[src/rtl/usb_rx_decoder.sv]
// usb_rx_decoder
// Full-speed style USB receive front end: synchronizes the raw D+/D- pair,
// recovers bit timing from line transitions, NRZI-decodes one sample per
// bit, checks SYNC, removes stuffed bits, assembles bytes LSB-first and
// recognises EOP (SE0, SE0, J).  Malformed packets abort with an error
// pulse, after which the receiver waits for 7 idle J bits before it will
// accept a new SYNC.
//
// Ports
//   clk               system clock, all state on the rising edge
//   rst               asynchronous active-high reset
//   d_plus_in         raw D+ line (asynchronous to clk)
//   d_minus_in        raw D- line (asynchronous to clk)
//   rx_data[7:0]      last assembled byte, held until the next byte
//   rx_data_valid     one-cycle strobe, rx_data carries a new byte
//   rx_packet_active  high from accepted SYNC until EOP or error
//   rx_eop            one-cycle strobe, valid EOP received
//   rx_error          one-cycle strobe, packet aborted
module usb_rx_decoder #(
    parameter int CLKS_PER_BIT = 8,
    parameter int SAMPLE_POINT = 4
) (
    input  logic       clk,
    input  logic       rst,
    input  logic       d_plus_in,
    input  logic       d_minus_in,
    output logic [7:0] rx_data,
    output logic       rx_data_valid,
    output logic       rx_packet_active,
    output logic       rx_eop,
    output logic       rx_error
);
    localparam int CW = (CLKS_PER_BIT > 1) ? $clog2(CLKS_PER_BIT) : 1;

    typedef enum logic [1:0] {
        LS_SE0 = 2'b00,
        LS_J   = 2'b01,
        LS_K   = 2'b10
    } line_t;

    typedef enum logic [2:0] {
        ST_IDLE      = 3'd0,
        ST_SYNC      = 3'd1,
        ST_DATA      = 3'd2,
        ST_EOP       = 3'd3,
        ST_WAIT_IDLE = 3'd4
    } state_t;

    logic          dp_meta_r, dp_sync_r, dm_meta_r, dm_sync_r;
    line_t         line_s, line_prev_r;
    logic          edge_s, sample_s, se0_s, samp_k_s, bit_s, abort_s;
    logic [CW-1:0] cnt_r;

    state_t        state_r, state_nx_s;
    logic          prev_k_r, prev_k_nx_s;
    logic [2:0]    idx_r, idx_nx_s;
    logic [2:0]    ones_r, ones_nx_s;
    logic [7:0]    shift_r, shift_nx_s;
    logic          eop_step_r, eop_step_nx_s;
    logic [2:0]    jcnt_r, jcnt_nx_s;
    logic [7:0]    rx_data_r, rx_data_nx_s;
    logic          valid_r, valid_nx_s;
    logic          eop_r, eop_nx_s;
    logic          err_r, err_nx_s;
    logic          active_r, active_nx_s;

    // Two-flop synchronizer; idle line (J) is the reset value.
    always_ff @(posedge clk or posedge rst) begin
        if (rst) begin
            dp_meta_r <= 1'b1;
            dp_sync_r <= 1'b1;
            dm_meta_r <= 1'b0;
            dm_sync_r <= 1'b0;
        end else begin
            dp_meta_r <= d_plus_in;
            dp_sync_r <= dp_meta_r;
            dm_meta_r <= d_minus_in;
            dm_sync_r <= dm_meta_r;
        end
    end

    // Line state decode; (1,1) is illegal on the bus and is folded into SE0.
    always_comb begin
        if (dp_sync_r && !dm_sync_r) begin
            line_s = LS_J;
        end else if (!dp_sync_r && dm_sync_r) begin
            line_s = LS_K;
        end else begin
            line_s = LS_SE0;
        end
    end

    assign edge_s   = (line_s != line_prev_r);
    // A transition in the sample cycle means the counter is being re-phased,
    // so that cycle is not a valid mid-bit sample.
    assign sample_s = (cnt_r == CW'(SAMPLE_POINT)) && !edge_s;
    assign se0_s    = (line_s == LS_SE0);
    assign samp_k_s = (line_s == LS_K);
    // NRZI: no change from the previous sample decodes as 1.
    assign bit_s    = (samp_k_s == prev_k_r);

    // Bit-period counter, re-phased to 0 on every line transition.
    always_ff @(posedge clk or posedge rst) begin
        if (rst) begin
            line_prev_r <= LS_J;
            cnt_r       <= '0;
        end else begin
            line_prev_r <= line_s;
            if (edge_s || (cnt_r == CW'(CLKS_PER_BIT - 1))) begin
                cnt_r <= '0;
            end else begin
                cnt_r <= cnt_r + CW'(1);
            end
        end
    end

    // Packet FSM next-state and output logic; only acts on sample cycles.
    always_comb begin
        state_nx_s    = state_r;
        prev_k_nx_s   = prev_k_r;
        idx_nx_s      = idx_r;
        ones_nx_s     = ones_r;
        shift_nx_s    = shift_r;
        eop_step_nx_s = eop_step_r;
        jcnt_nx_s     = jcnt_r;
        rx_data_nx_s  = rx_data_r;
        valid_nx_s    = 1'b0;
        eop_nx_s      = 1'b0;
        err_nx_s      = 1'b0;
        active_nx_s   = active_r;
        abort_s       = 1'b0;
        if (sample_s) begin
            case (state_r)
                ST_IDLE: begin
                    prev_k_nx_s = 1'b0;
                    if (samp_k_s) begin
                        // This K is sync bit 0 (decoded 0 against forced J).
                        state_nx_s  = ST_SYNC;
                        prev_k_nx_s = 1'b1;
                        idx_nx_s    = 3'd1;
                    end else begin
                        state_nx_s  = ST_IDLE;
                    end
                end
                ST_SYNC: begin
                    prev_k_nx_s = samp_k_s;
                    if (se0_s) begin
                        abort_s = 1'b1;
                    end else if (idx_r == 3'd7) begin
                        if (bit_s) begin
                            state_nx_s  = ST_DATA;
                            active_nx_s = 1'b1;
                            ones_nx_s   = 3'd1;   // final sync 1 counts toward stuffing
                            idx_nx_s    = 3'd0;
                        end else begin
                            abort_s = 1'b1;
                        end
                    end else if (bit_s) begin
                        abort_s = 1'b1;
                    end else begin
                        idx_nx_s = idx_r + 3'd1;
                    end
                end
                ST_DATA: begin
                    if (se0_s) begin
                        if (idx_r == 3'd0) begin
                            state_nx_s    = ST_EOP;
                            eop_step_nx_s = 1'b0;
                        end else begin
                            abort_s = 1'b1;
                        end
                    end else begin
                        prev_k_nx_s = samp_k_s;
                        if (ones_r == 3'd6) begin
                            // Stuffed-bit slot: must be 0 and is dropped.
                            if (bit_s) begin
                                abort_s = 1'b1;
                            end else begin
                                ones_nx_s = 3'd0;
                            end
                        end else begin
                            ones_nx_s  = bit_s ? (ones_r + 3'd1) : 3'd0;
                            shift_nx_s = {bit_s, shift_r[7:1]};
                            idx_nx_s   = idx_r + 3'd1;
                            if (idx_r == 3'd7) begin
                                rx_data_nx_s = {bit_s, shift_r[7:1]};
                                valid_nx_s   = 1'b1;
                            end else begin
                                valid_nx_s   = 1'b0;
                            end
                        end
                    end
                end
                ST_EOP: begin
                    if (!eop_step_r) begin
                        if (se0_s) begin
                            eop_step_nx_s = 1'b1;
                        end else begin
                            abort_s = 1'b1;
                        end
                    end else if (line_s == LS_J) begin
                        eop_nx_s    = 1'b1;
                        active_nx_s = 1'b0;
                        state_nx_s  = ST_IDLE;
                        prev_k_nx_s = 1'b0;
                    end else begin
                        abort_s = 1'b1;
                    end
                end
                ST_WAIT_IDLE: begin
                    if (line_s == LS_J) begin
                        if (jcnt_r == 3'd6) begin
                            state_nx_s  = ST_IDLE;
                            jcnt_nx_s   = 3'd0;
                            prev_k_nx_s = 1'b0;
                        end else begin
                            jcnt_nx_s = jcnt_r + 3'd1;
                        end
                    end else begin
                        jcnt_nx_s = 3'd0;
                    end
                end
                default: begin
                    state_nx_s  = ST_IDLE;
                    active_nx_s = 1'b0;
                end
            endcase
        end else begin
            state_nx_s = state_r;
        end
        if (abort_s) begin
            err_nx_s    = 1'b1;
            active_nx_s = 1'b0;
            state_nx_s  = ST_WAIT_IDLE;
            jcnt_nx_s   = 3'd0;
            valid_nx_s  = 1'b0;
        end else begin
            err_nx_s    = 1'b0;
        end
    end

    // Packet FSM state and registered outputs.
    always_ff @(posedge clk or posedge rst) begin
        if (rst) begin
            state_r    <= ST_IDLE;
            prev_k_r   <= 1'b0;
            idx_r      <= 3'd0;
            ones_r     <= 3'd0;
            shift_r    <= 8'h00;
            eop_step_r <= 1'b0;
            jcnt_r     <= 3'd0;
            rx_data_r  <= 8'h00;
            valid_r    <= 1'b0;
            eop_r      <= 1'b0;
            err_r      <= 1'b0;
            active_r   <= 1'b0;
        end else begin
            state_r    <= state_nx_s;
            prev_k_r   <= prev_k_nx_s;
            idx_r      <= idx_nx_s;
            ones_r     <= ones_nx_s;
            shift_r    <= shift_nx_s;
            eop_step_r <= eop_step_nx_s;
            jcnt_r     <= jcnt_nx_s;
            rx_data_r  <= rx_data_nx_s;
            valid_r    <= valid_nx_s;
            eop_r      <= eop_nx_s;
            err_r      <= err_nx_s;
            active_r   <= active_nx_s;
        end
    end

    assign rx_data          = rx_data_r;
    assign rx_data_valid    = valid_r;
    assign rx_packet_active = active_r;
    assign rx_eop           = eop_r;
    assign rx_error         = err_r;

endmodule

[config.mk]
export PLATFORM = sky130hd
export DESIGN_NAME = usb_rx_decoder
export DESIGN_NICKNAME = d
export VERILOG_FILES = /design/src/rtl/usb_rx_decoder.sv
export SDC_FILE = /design/constraint.sdc
export NUM_CORES = 1
export LEC_CHECK = 0
export BUFFER_PORTS_ARGS = -buffer_cell sky130_fd_sc_hd__buf_4
export CORE_UTILIZATION = 55
export CTS_BUF_LIST = sky130_fd_sc_hd__clkbuf_4 sky130_fd_sc_hd__clkbuf_8 sky130_fd_sc_hd__clkbuf_16
export CTS_CLUSTER_SIZE = 30
export DETAILED_ROUTE_END_ITERATION = 10
export MAX_ROUTING_LAYER = met4
export PLACE_DENSITY = 0.83
export SYNTH_ARGS = -nofsm -noshare
export SYNTH_HDL_FRONTEND = slang
export SYNTH_SLANG_ARGS = --single-unit
[constraint.sdc]
create_clock -name clk -period 3.25 [get_ports clk]
set_input_delay 0.65 -clock clk [delete_from_list [all_inputs] [get_ports clk]]
set_output_delay 0.65 -clock clk [all_outputs]
set_load 0.01 [all_outputs]
### Word level (Yosys, flattened, before mapping)

Index checks and enable logic that the tools add are counted.

| storage, ports and cells | value |
|---|---|
| flip-flop bits (word level) | 43 |
| bits of input ports | 4 |
| output and inout bits | 12 |
| logic and storage cells | 166 |

| cells by class | value |
|---|---|
| $add $sub $neg | 4 |
| eq/ne operators | 38 |
| multiplexer cells | 78 |
| bitwise logic cells | 2 |
| reductions and logical operators | 26 |

Operator list:

| operator | count |
|---|---|
| 3-bit 2-to-1 mux | 31 |
| 1-bit 2-to-1 mux | 38 |
| 3-bit != test (second input constant) | 12 |
| 2-bit != test (second input constant) | 12 |
| 7-bit AND reduction | 3 |
| 3-bit equality test (second input constant) | 6 |
| 3-bit one-hot mux with 5 select lines | 1 |
| 3-bit by 1-bit adder with 3-bit output (second input constant) | 4 |
| 10-bit AND reduction | 1 |
| 3-bit one-hot mux with 3 select lines | 1 |
| 4-bit AND reduction | 2 |
| 8-bit AND reduction | 1 |
| 2-bit nonzero test | 4 |
| 3-bit by 2-bit equality test with 1-bit output (second input constant) | 2 |
| 3-bit zero test | 2 |
| 1-bit one-hot mux with 3 select lines | 2 |
| 3-bit one-hot mux with 2 select lines | 1 |
| 1-bit one-hot mux with 5 select lines | 1 |
| 5-bit AND reduction | 1 |
| 5-bit nonzero test | 1 |
| 2-bit 2-to-1 mux | 2 |
| 3-bit by 1-bit equality test with 1-bit output (second input constant) | 1 |
| 1-bit logical AND | 3 |
| 1-bit zero test | 3 |
| 12 further kinds | 13 |

### Depth between registers and ports, before layout

Gate-level depths: netlist (run 1).

| depth | value |
|---|---|
| depth after elaboration | 13 |
| depth in mapped cells | 9 |
| depth with buffers taken out | 7 |

### Worst setup path after synthesis (run 1)

Ideal clock, no wire load.

| timing path | value |
|---|---|
| path type | reg-to-reg |
| start | reg dp_sync_r |
| end | reg ones_r[0] |
| library setup time | 129 ps |
| data arrival time | 2120 ps |
| data required time | 3121 ps |
| setup slack | 1001 ps |
| cell stages (with the launch flop) | 10 |
| buffers on the path | 2 |
| period minus slack after synthesis | 2249 ps |
| cells stage by stage | dfstp_2 inv_1 ha_1 buf_6 xnor2_2 nand4_4 buf_6 a2111o_1 a311oi_1 a21oi_1 |

| between the ends | value |
|---|---|
| cells in the longest elaborated chain, start to end | 10 |
| elaborated cells between the ends (all ways) | 20 |
| classes of those cells | eq/ne (7); mux (6); reduce/logical (7) |

RTL lines:

| item | line | source |
|---|---|---|
| from (decl) | 49 | `logic dp_meta_r, dp_sync_r, dm_meta_r, dm_sync_r;` |
| from (signal assigned) | 76 | `dp_sync_r <= dp_meta_r;` |
| 1-bit zero test | 86 | `end else if (!dp_sync_r && dm_sync_r) begin` |
| 1-bit logical AND | 86 |  |
| 2-bit 2-to-1 mux | 86 |  |
| 2-bit 2-to-1 mux * | 84 | `if (dp_sync_r && !dm_sync_r) begin` |
| net line_s[1] | 50 | `line_t line_s, line_prev_r;` |
| 2-bit equality test | 98 | `assign samp_k_s = (line_s == LS_K);` |
| 1-bit equality test | 100 | `assign bit_s = (samp_k_s == prev_k_r);` |
| 3-bit 2-to-1 mux | 182 | `ones_nx_s = bit_s ? (ones_r + 3'd1) : 3'd0;` |
| 3-bit 2-to-1 mux | 174 | `if (ones_r == 3'd6) begin` |
| 3-bit 2-to-1 mux | 165 | `if (se0_s) begin` |
| 3-bit one-hot mux with 2 select lines | 133 | `case (state_r)` |
| to (signal assigned) | 261 | `ones_r <= ones_nx_s;` |
| to (decl) | 57 | `logic [2:0] ones_r, ones_nx_s;` |

Mark *: on every way through the listed nets, which the timed path passes. The rest lies on a longest branch. The select of a mux whose other input is x is not followed.
A chain may end at the register's enable or synchronous reset.

### Worst setup path after layout (run 1)

| timing path | value |
|---|---|
| start | reg dp_sync_r |
| end | reg shift_r[1] |

| between the ends | value |
|---|---|
| elaborated cells between the ends (all ways) | 11 |
| classes of those cells | eq/ne (1); mux (2); bitwise (1); reduce/logical (7) |

RTL lines:

| item | line | source |
|---|---|---|
| 1-bit logical AND * | 84 |  |
| 2-bit 2-to-1 mux * | 84 |  |
| net line_s[0] | 50 |  |
| 2-bit != test | 93 | `assign edge_s = (line_s != line_prev_r);` |
| 1-bit zero test | 96 | `assign sample_s = (cnt_r == CW'(SAMPLE_POINT)) && !edge_s;` |
| 1-bit logical AND | 96 |  |
| 4-bit AND reduction (no source line) * | - |  |
| to (signal assigned) | 262 | `shift_r <= shift_nx_s;` |
| to (decl) | 58 | `logic [7:0] shift_r, shift_nx_s;` |

Mark *: on every way through the listed nets, which the timed path passes. The rest lies on a longest branch.

==> results of run 1 <==
where the power goes:
part	total (mW)	internal (mW)	leakage [nW]	switching, mW
Clock	0.359	0.180	0.0517	0.179
Combinational	0.118	0.0420	0.499	0.0762
Sequential	0.563	0.540	0.568	0.0234
final cells by class:
cell class                 count  area (um2)
fill                         281        1338
sequential                    42        1055
multi-input combinational    130       992.2
timing repair buffer          17       127.6
clock buffer                   7       90.09
tap                           48       60.06
inverter                      13       48.80
clock inverter                 1       5.005
metrics by stage:
step / setup slack (ns) / util, %
CTS: 0.6499 / 64.01
floorplan: 1.001 / -
global route: 0.4820 / 64.01
finish: 0.6646 / 64.01
detailed placement: 0.6312 / 61.45
global placement: 0.7024 / 61.45
Yosys cell counts, types with 2 or more instances:
| master | n | area [um2] |
|---|---|---|
| xnor2_1 | 2 | 17.52 |
| nand3b_1 | 3 | 22.52 |
| mux2i_1 | 5 | 50.05 |
| o31ai_1 | 4 | 30.03 |
| and2_1 | 2 | 12.51 |
| o21ai_0 | 11 | 55.05 |
| a21o_1 | 3 | 22.52 |
| dfrtp_1 | 39 | 975.9 |
| mux2_2 | 14 | 157.7 |
| a31oi_1 | 2 | 12.51 |
| nand4_1 | 3 | 18.77 |
| buf_6 | 3 | 33.78 |
| nor2_1 | 11 | 41.29 |
| xnor2_2 | 2 | 32.53 |
| inv_1 | 13 | 48.80 |
| a2111o_1 | 2 | 22.52 |
| ha_1 | 10 | 125.1 |
| o41ai_1 | 2 | 17.52 |
| nand3_1 | 4 | 20.02 |
| nand2_1 | 15 | 56.30 |
| or3_1 | 2 | 12.51 |
| a21oi_1 | 5 | 25.02 |
| dfstp_2 | 3 | 78.83 |
| clkbuf_1 | 3 | 11.26 |
| nor2b_1 | 2 | 12.51 |
| nor3_1 | 7 | 35.03 |
flip-flops by register name, indices dropped and copies added, names as in the netlist, 2 cells and up:
| register | cells |
|---|---|
| state_r | 3 |
| shift_r | 7 |
| ones_r | 3 |
| idx_r | 3 |
| cnt_r | 3 |
| line_prev_r | 2 |
| jcnt_r | 3 |
| rx_data | 8 |
cell families after synthesis:
family          after synthesis  synth area share (%)
compound gates               37                 11.74
buf+inv                      21                 4.939
fa+ha+maj                    10                 5.811
xor+xnor                      5                 2.731
simple gates                 59                 16.15
flops                        42                 48.98
mux                          19                 9.646
layer usage:
metal | up-vias | global-route usage (%) | part of all wire [%] | routed length [um]
li1 | 718 | - | - | -
met1 | 747 | 30.62 | 48 | 1861
met2 | 27 | 30.26 | 46 | 1783
met3 | 9 | 4.754 | 4.0 | 154
met4 | 0 | 10.00 | 2.2 | 87
met5 | - | - | 0 | 0
cell usage in the layout (no fill, tap or decap), types with 4 or more instances in the layout:
master / count
nor3_1: 7
dfrtp_1: 39
a21oi_1: 5
nand3_1: 4
ha_1: 10
o21ai_0: 11
mux2_2: 14
buf_4: 17
mux2i_1: 5
inv_1: 13
nor2_1: 11
clkbuf_8: 6
nand2_1: 15
o31ai_1: 4
worst max path at each step:
stage,start,to,slack (ns),cells past startpoint
2_1_floorplan,dp_sync_r,ones_r[0],1.00,9
3_3_place_gp,dp_sync_r,shift_r[6],0.70,5
3_5_place_dp,dp_sync_r,shift_r[6],0.63,5
4_1_cts,dp_sync_r,shift_r[6],0.65,5
5_1_grt,dp_sync_r,shift_r[1],0.48,5
6_report,dp_sync_r,shift_r[1],0.66,5
worst max-delay path, cell delays in order (launching register included):
cell and delay, ns:
dfstp_2 0.53, ha_1 0.41, xnor2_2 0.20, nand4_4 0.28, nor3_1 0.64, mux2_2 0.41
==> results_dict.tcl, run 1 <==
set metrics [dict create \
    instances_no_fill 258 \
    post-cts-setup-buffers 0 \
    power.leakage_nw 1.119 \
    max_slew_margin_pct 46.44 \
    drtIter0Drc 144 \
    drt_wl_total_um 3885 \
    cts.clk_slew.worst_paths_ns 0.07 \
    max_freq_ghz 0.3868 \
    drv_cap 0 \
    synth.distinct_cells 47 \
    start_kind "register" \
    ctsHoldBuffers 0 \
    die_h_um 64.57 \
    dp_cells 250 \
    whs_path_depth 0 \
    ys_ff_latch 42 \
    fin_tns_setup_ns 0 \
    die_x_um 64.57 \
    hp-class "register to register" \
    hold_slack_ns 0.3522 \
    final_antenna_net_count 0 \
    slew_violations 0 \
    finalCritPeriodShare_pct 79.55 \
    final_hold_viol_count 0 \
    synth_warnings 0 \
    postSynthCellCount 193 \
    worstMarginPinSlew_ns 0.8025 \
    syn_nets 207 \
    n_antenna_cell 0 \
    vias_per_cell 5.818 \
    vias 1501 \
    cp.required_ns 3.43 \
    cts_buffers 5 \
    start_util_pct 57.95 \
    grt_pass1_wl_um 6568 \
    clock_latency_ns 0.30 \
    rows 22 \
    worstPathMaxFanout 16 \
    grt_pass1_vias 1393 \
    post_cts_resized 0 \
    h-tree-depth 2 \
    synth_seq_area_share_pct 48.98 \
    globalRoute.totalOverflow 0 \
    holdCritStartpoint "dm_meta_r" \
    finClkSkew_ns 0.007187 \
    arrival_ns 2.77 \
    cts-root-buf "clkbuf_8" \
    crit_type "register to register" \
    clock_sinks 42 \
    min_period_ns 2.585 \
    clock_path_buffers 2 \
    final_area_um2 2379 \
    io-pin-count 16 \
    synthArstFlopShare_pct 100.0 \
    placed_cell_area_um2 2283 \
    finalSetupViolCount 0 \
    syn_area_per_cell_um2 11.16 \
    dp_hpwl_um 2765 \
    status "finished clean" \
    core_area_um2 3716 \
    r2r-end "shift_r[1]" \
    finalPower_mw 1.040 \
    nets 223 \
    routedWlPerCell_um 15.06 \
    cts_tree "yes" \
    rsz0062_at_grt "no" \
    syn2layout_area_growth_pct 10.46 \
    track_usage_pct 21.83 \
    synth_top_flop_cell "dfrtp_1" \
    reg2reg_slack_ns 0.66 \
    critPathCaptureType "register" \
    routabilityCongestion 0.9081 \
    reg2reg_depth 5 \
    syn_area_um2 2153 \
    peakVddDrop_mv 0.3338 \
    grt_max_degree 24 \
    hold_path_end "dm_sync_r" \
    synth-edff-count 0 \
    r2r_start "dp_sync_r" \
    dieArea_um2 4169 \
    antenna_found_initial 0 \
    drc_errors 0 \
    io_buffers 15 \
    drive_above_1_share_pct 23.33 \
    p_per_area_nw_per_um2 437.4 \
    drtPass1Iterations 4 \
]
(Power assumes the default switching activity.)
==> run 2: changes to the inputs <==
--- a/config.mk
+++ b/config.mk
@@ -6,7 +6,7 @@
 export NUM_CORES = 1
 export LEC_CHECK = 0
 export BUFFER_PORTS_ARGS = -buffer_cell sky130_fd_sc_hd__buf_4
-export CORE_UTILIZATION = 55
+export CORE_UTILIZATION = 53
 export CTS_BUF_LIST = sky130_fd_sc_hd__clkbuf_4 sky130_fd_sc_hd__clkbuf_8 sky130_fd_sc_hd__clkbuf_16
 export CTS_CLUSTER_SIZE = 30
 export DETAILED_ROUTE_END_ITERATION = 10
==> constraint.sdc (replaced) <==
create_clock -name clk -period 2.1 [get_ports clk]
set_input_delay 0.42 -clock clk [delete_from_list [all_inputs] [get_ports clk]]
set_output_delay 0.42 -clock clk [all_outputs]
set_load 0.01 [all_outputs]
==> run 2 against run 1 <==
Clock skew increased by 0.0022 ns; die area up 3.7%; critical path depth up 2; first-iteration DRC count is 51% lower; largest power group unchanged; highest routed layer unchanged; sequential power up 54%; largest cell class is now multi-input combinational cells.
==> results_dict.tcl, run 2 (synthesized netlist as in run 1, its figures left out) <==
set metrics [dict create \
    status "finished clean" \
    final_area_um2 2624 \
    placed_cell_area_um2 2457 \
    worstMarginPinSlew_ns 0.5233 \
    max_freq_ghz 0.4930 \
    n_antenna_cell 0 \
    finClkSkew_ns 0.009398 \
    finalCritPeriodShare_pct 96.59 \
    final_util_pct 69.58 \
    cts_buffers 5 \
    critPathCaptureType "register" \
    reg2reg_depth 7 \
    hp-class "primary input to register" \
    vias 1602 \
    switching_share_pct 24.88 \
    max_slew_margin_pct 65.12 \
    instances_no_fill 273 \
    cts.clk_slew.worst_paths_ns 0.07 \
    start_kind "register" \
    grt_pass1_vias 1617 \
    pwr-share-seq_pct 48.6 \
    peakVddDrop_mv 0.3948 \
    drtPass1Iterations 4 \
    core_area_um2 3771 \
    finalSetupViolCount 0 \
    grt_pass1_wl_um 7300 \
    p_int_mw 1.342 \
    rsz0062_at_grt "yes" \
    syn2layout_area_growth_pct 21.85 \
    clock_sinks 42 \
    post-cts-setup-buffers 0 \
    dieArea_um2 4322 \
    largest_reg_flops 8 \
    routabilityCongestion 0.9431 \
    worstPathMaxFanout 8 \
    vias_per_cell 5.868 \
    whs_path_depth 1 \
    nets 238 \
    crit_type "register to register" \
    drtIter0Drc 71 \
    min_period_ns 2.028 \
    slew_violations 0 \
    drv_cap 0 \
    cpPeakStageDelay_ns 0.55 \
    cts_tree "yes" \
    dp_cells 265 \
    start_util_pct 57.10 \
    clock_latency_ns 0.29 \
    final_antenna_net_count 0 \
    dp_hpwl_um 2994 \
    critical_path.cell_chain "inv_2 > ha_4 > xnor2_4 > nand4_4 > a2111o_1 > or2_0 > a21oi_1" \
    clock_path_buffers 2 \
    io_buffers 15 \
    drive_above_1_share_pct 32.89 \
    drt_wl_total_um 4301 \
    die_x_um 65.74 \
    die_h_um 65.74 \
    arrival_ns 2.25 \
    most-common-layout-cells "dfrtp_1 (39), buf_4 (32), nand2_1 (15)" \
    crit_path_top_delay_cell "dfstp_2" \
    track_usage_pct 23.09 \
    p_comb_share_pct 14.2 \
    routedWlPerCell_um 15.75 \
    layout_commonest_cell "dfrtp_1" \
    antenna_found_initial 0 \
    io-pin-count 16 \
    fillers 268 \
    rows 22 \
    finalPower_mw 1.786 \
    power.leakage_nw 1.219 \
    drc_errors 0 \
    final_hold_viol_count 0 \
    globalRoute.totalOverflow 0 \
    p_per_area_nw_per_um2 680.9 \
    h-tree-depth 2 \
    cp.required_ns 2.32 \
    switchingPower_mw 0.4444 \
    grt_max_degree 43 \
    power_frac_clock_pct 37.2 \
    cts-root-buf "clkbuf_8" \
]
-- run 2: cell count changes in the layout (fill, tap and decap cells not counted), moves of 2 or more --
cell     before  now
o21ai_0      11    8
buf_4        17   32
o21ai_1       0    2
nor3_1        7    5
nor3_2        0    2
mux2_4        0    8
ha_1         10    8
mux2_2       14    6
xnor2_4       0    2
-- run 2: power by group through the flow --
stage	clock network (mW)	registers (mW)	logic (mW)
6_report	0.665	0.869	0.253
5_1_grt	0.713	0.874	0.278
4_1_cts	0.672	0.866	0.235
3_5_place_dp	0	0.881	0.226
3_3_place_gp	0	0.880	0.221
2_1_floorplan	0	0.871	0.164
-- run 2: worst paths after layout --
kind	start	endpoint	slack (ns)
max	dp_sync_r	state_r[0]	0.07
min	d_minus_in	dm_meta_r	0.23
max reg2reg	dp_sync_r	state_r[0]	0.07
min reg2reg	dp_meta_r	dp_sync_r	0.36
max in group asynchronous	rst	dp_meta_r	1.47
min in group asynchronous	rst	rx_data[0]	0.25
-- run 2: layer usage --
layer  vias up  global-route usage, %  wire [um]
met5         -                      -          0
met4         0                  11.68        111
met3        14                  5.035        208
met2        55                  36.48       2218
met1       786                  27.69       1763
li1        747                      -          -
-- run 2: repair_timing --
action                     4_1_cts  5_1_grt
pin swaps                        0        5
setup endpoints to repair        7       26
gates cloned                     0        0
resized for setup                3        8
hold endpoints to repair         0        0
hold buffers                     0        0
-- run 2: critical path, delay by kind of cell, from the launching register on --
kind | cells | cell delay, ns
buffers and inverters | 1 | 0.04
adder cells (fa/ha/maj) | 1 | 0.20
AND/OR/NAND/NOR | 2 | 0.41
flip-flops | 1 | 0.55
XOR/XNOR | 1 | 0.17
AO/OA/AOI/OAI | 2 | 0.58
-- run 2: area by class of cell --
class | count | area, um2 | share of cell area [%]
sequential | 42 | 1055 | 40.20
inverter | 13 | 48.80 | 1.860
multi-input combinational | 130 | 1100 | 41.92
tap | 48 | 60.06 | 2.289
clock inverter | 1 | 30.03 | 1.144
timing repair buffer | 32 | 240.2 | 9.156
clock buffer | 7 | 90.09 | 3.433
-- run 2: metrics by stage --
step | hold slack (ns) | TNS (ns) | setup slack [ns]
after floorplan | 0.3312 | -0.1582 | -0.04663
after global placement | 0.3405 | 0 | 0.04653
after detailed placement | 0.3468 | -0.07719 | -0.05652
after CTS | 0.2289 | 0 | 0.02274
after global routing | 0.2199 | -0.1548 | -0.04166
final | 0.2337 | 0 | 0.07151
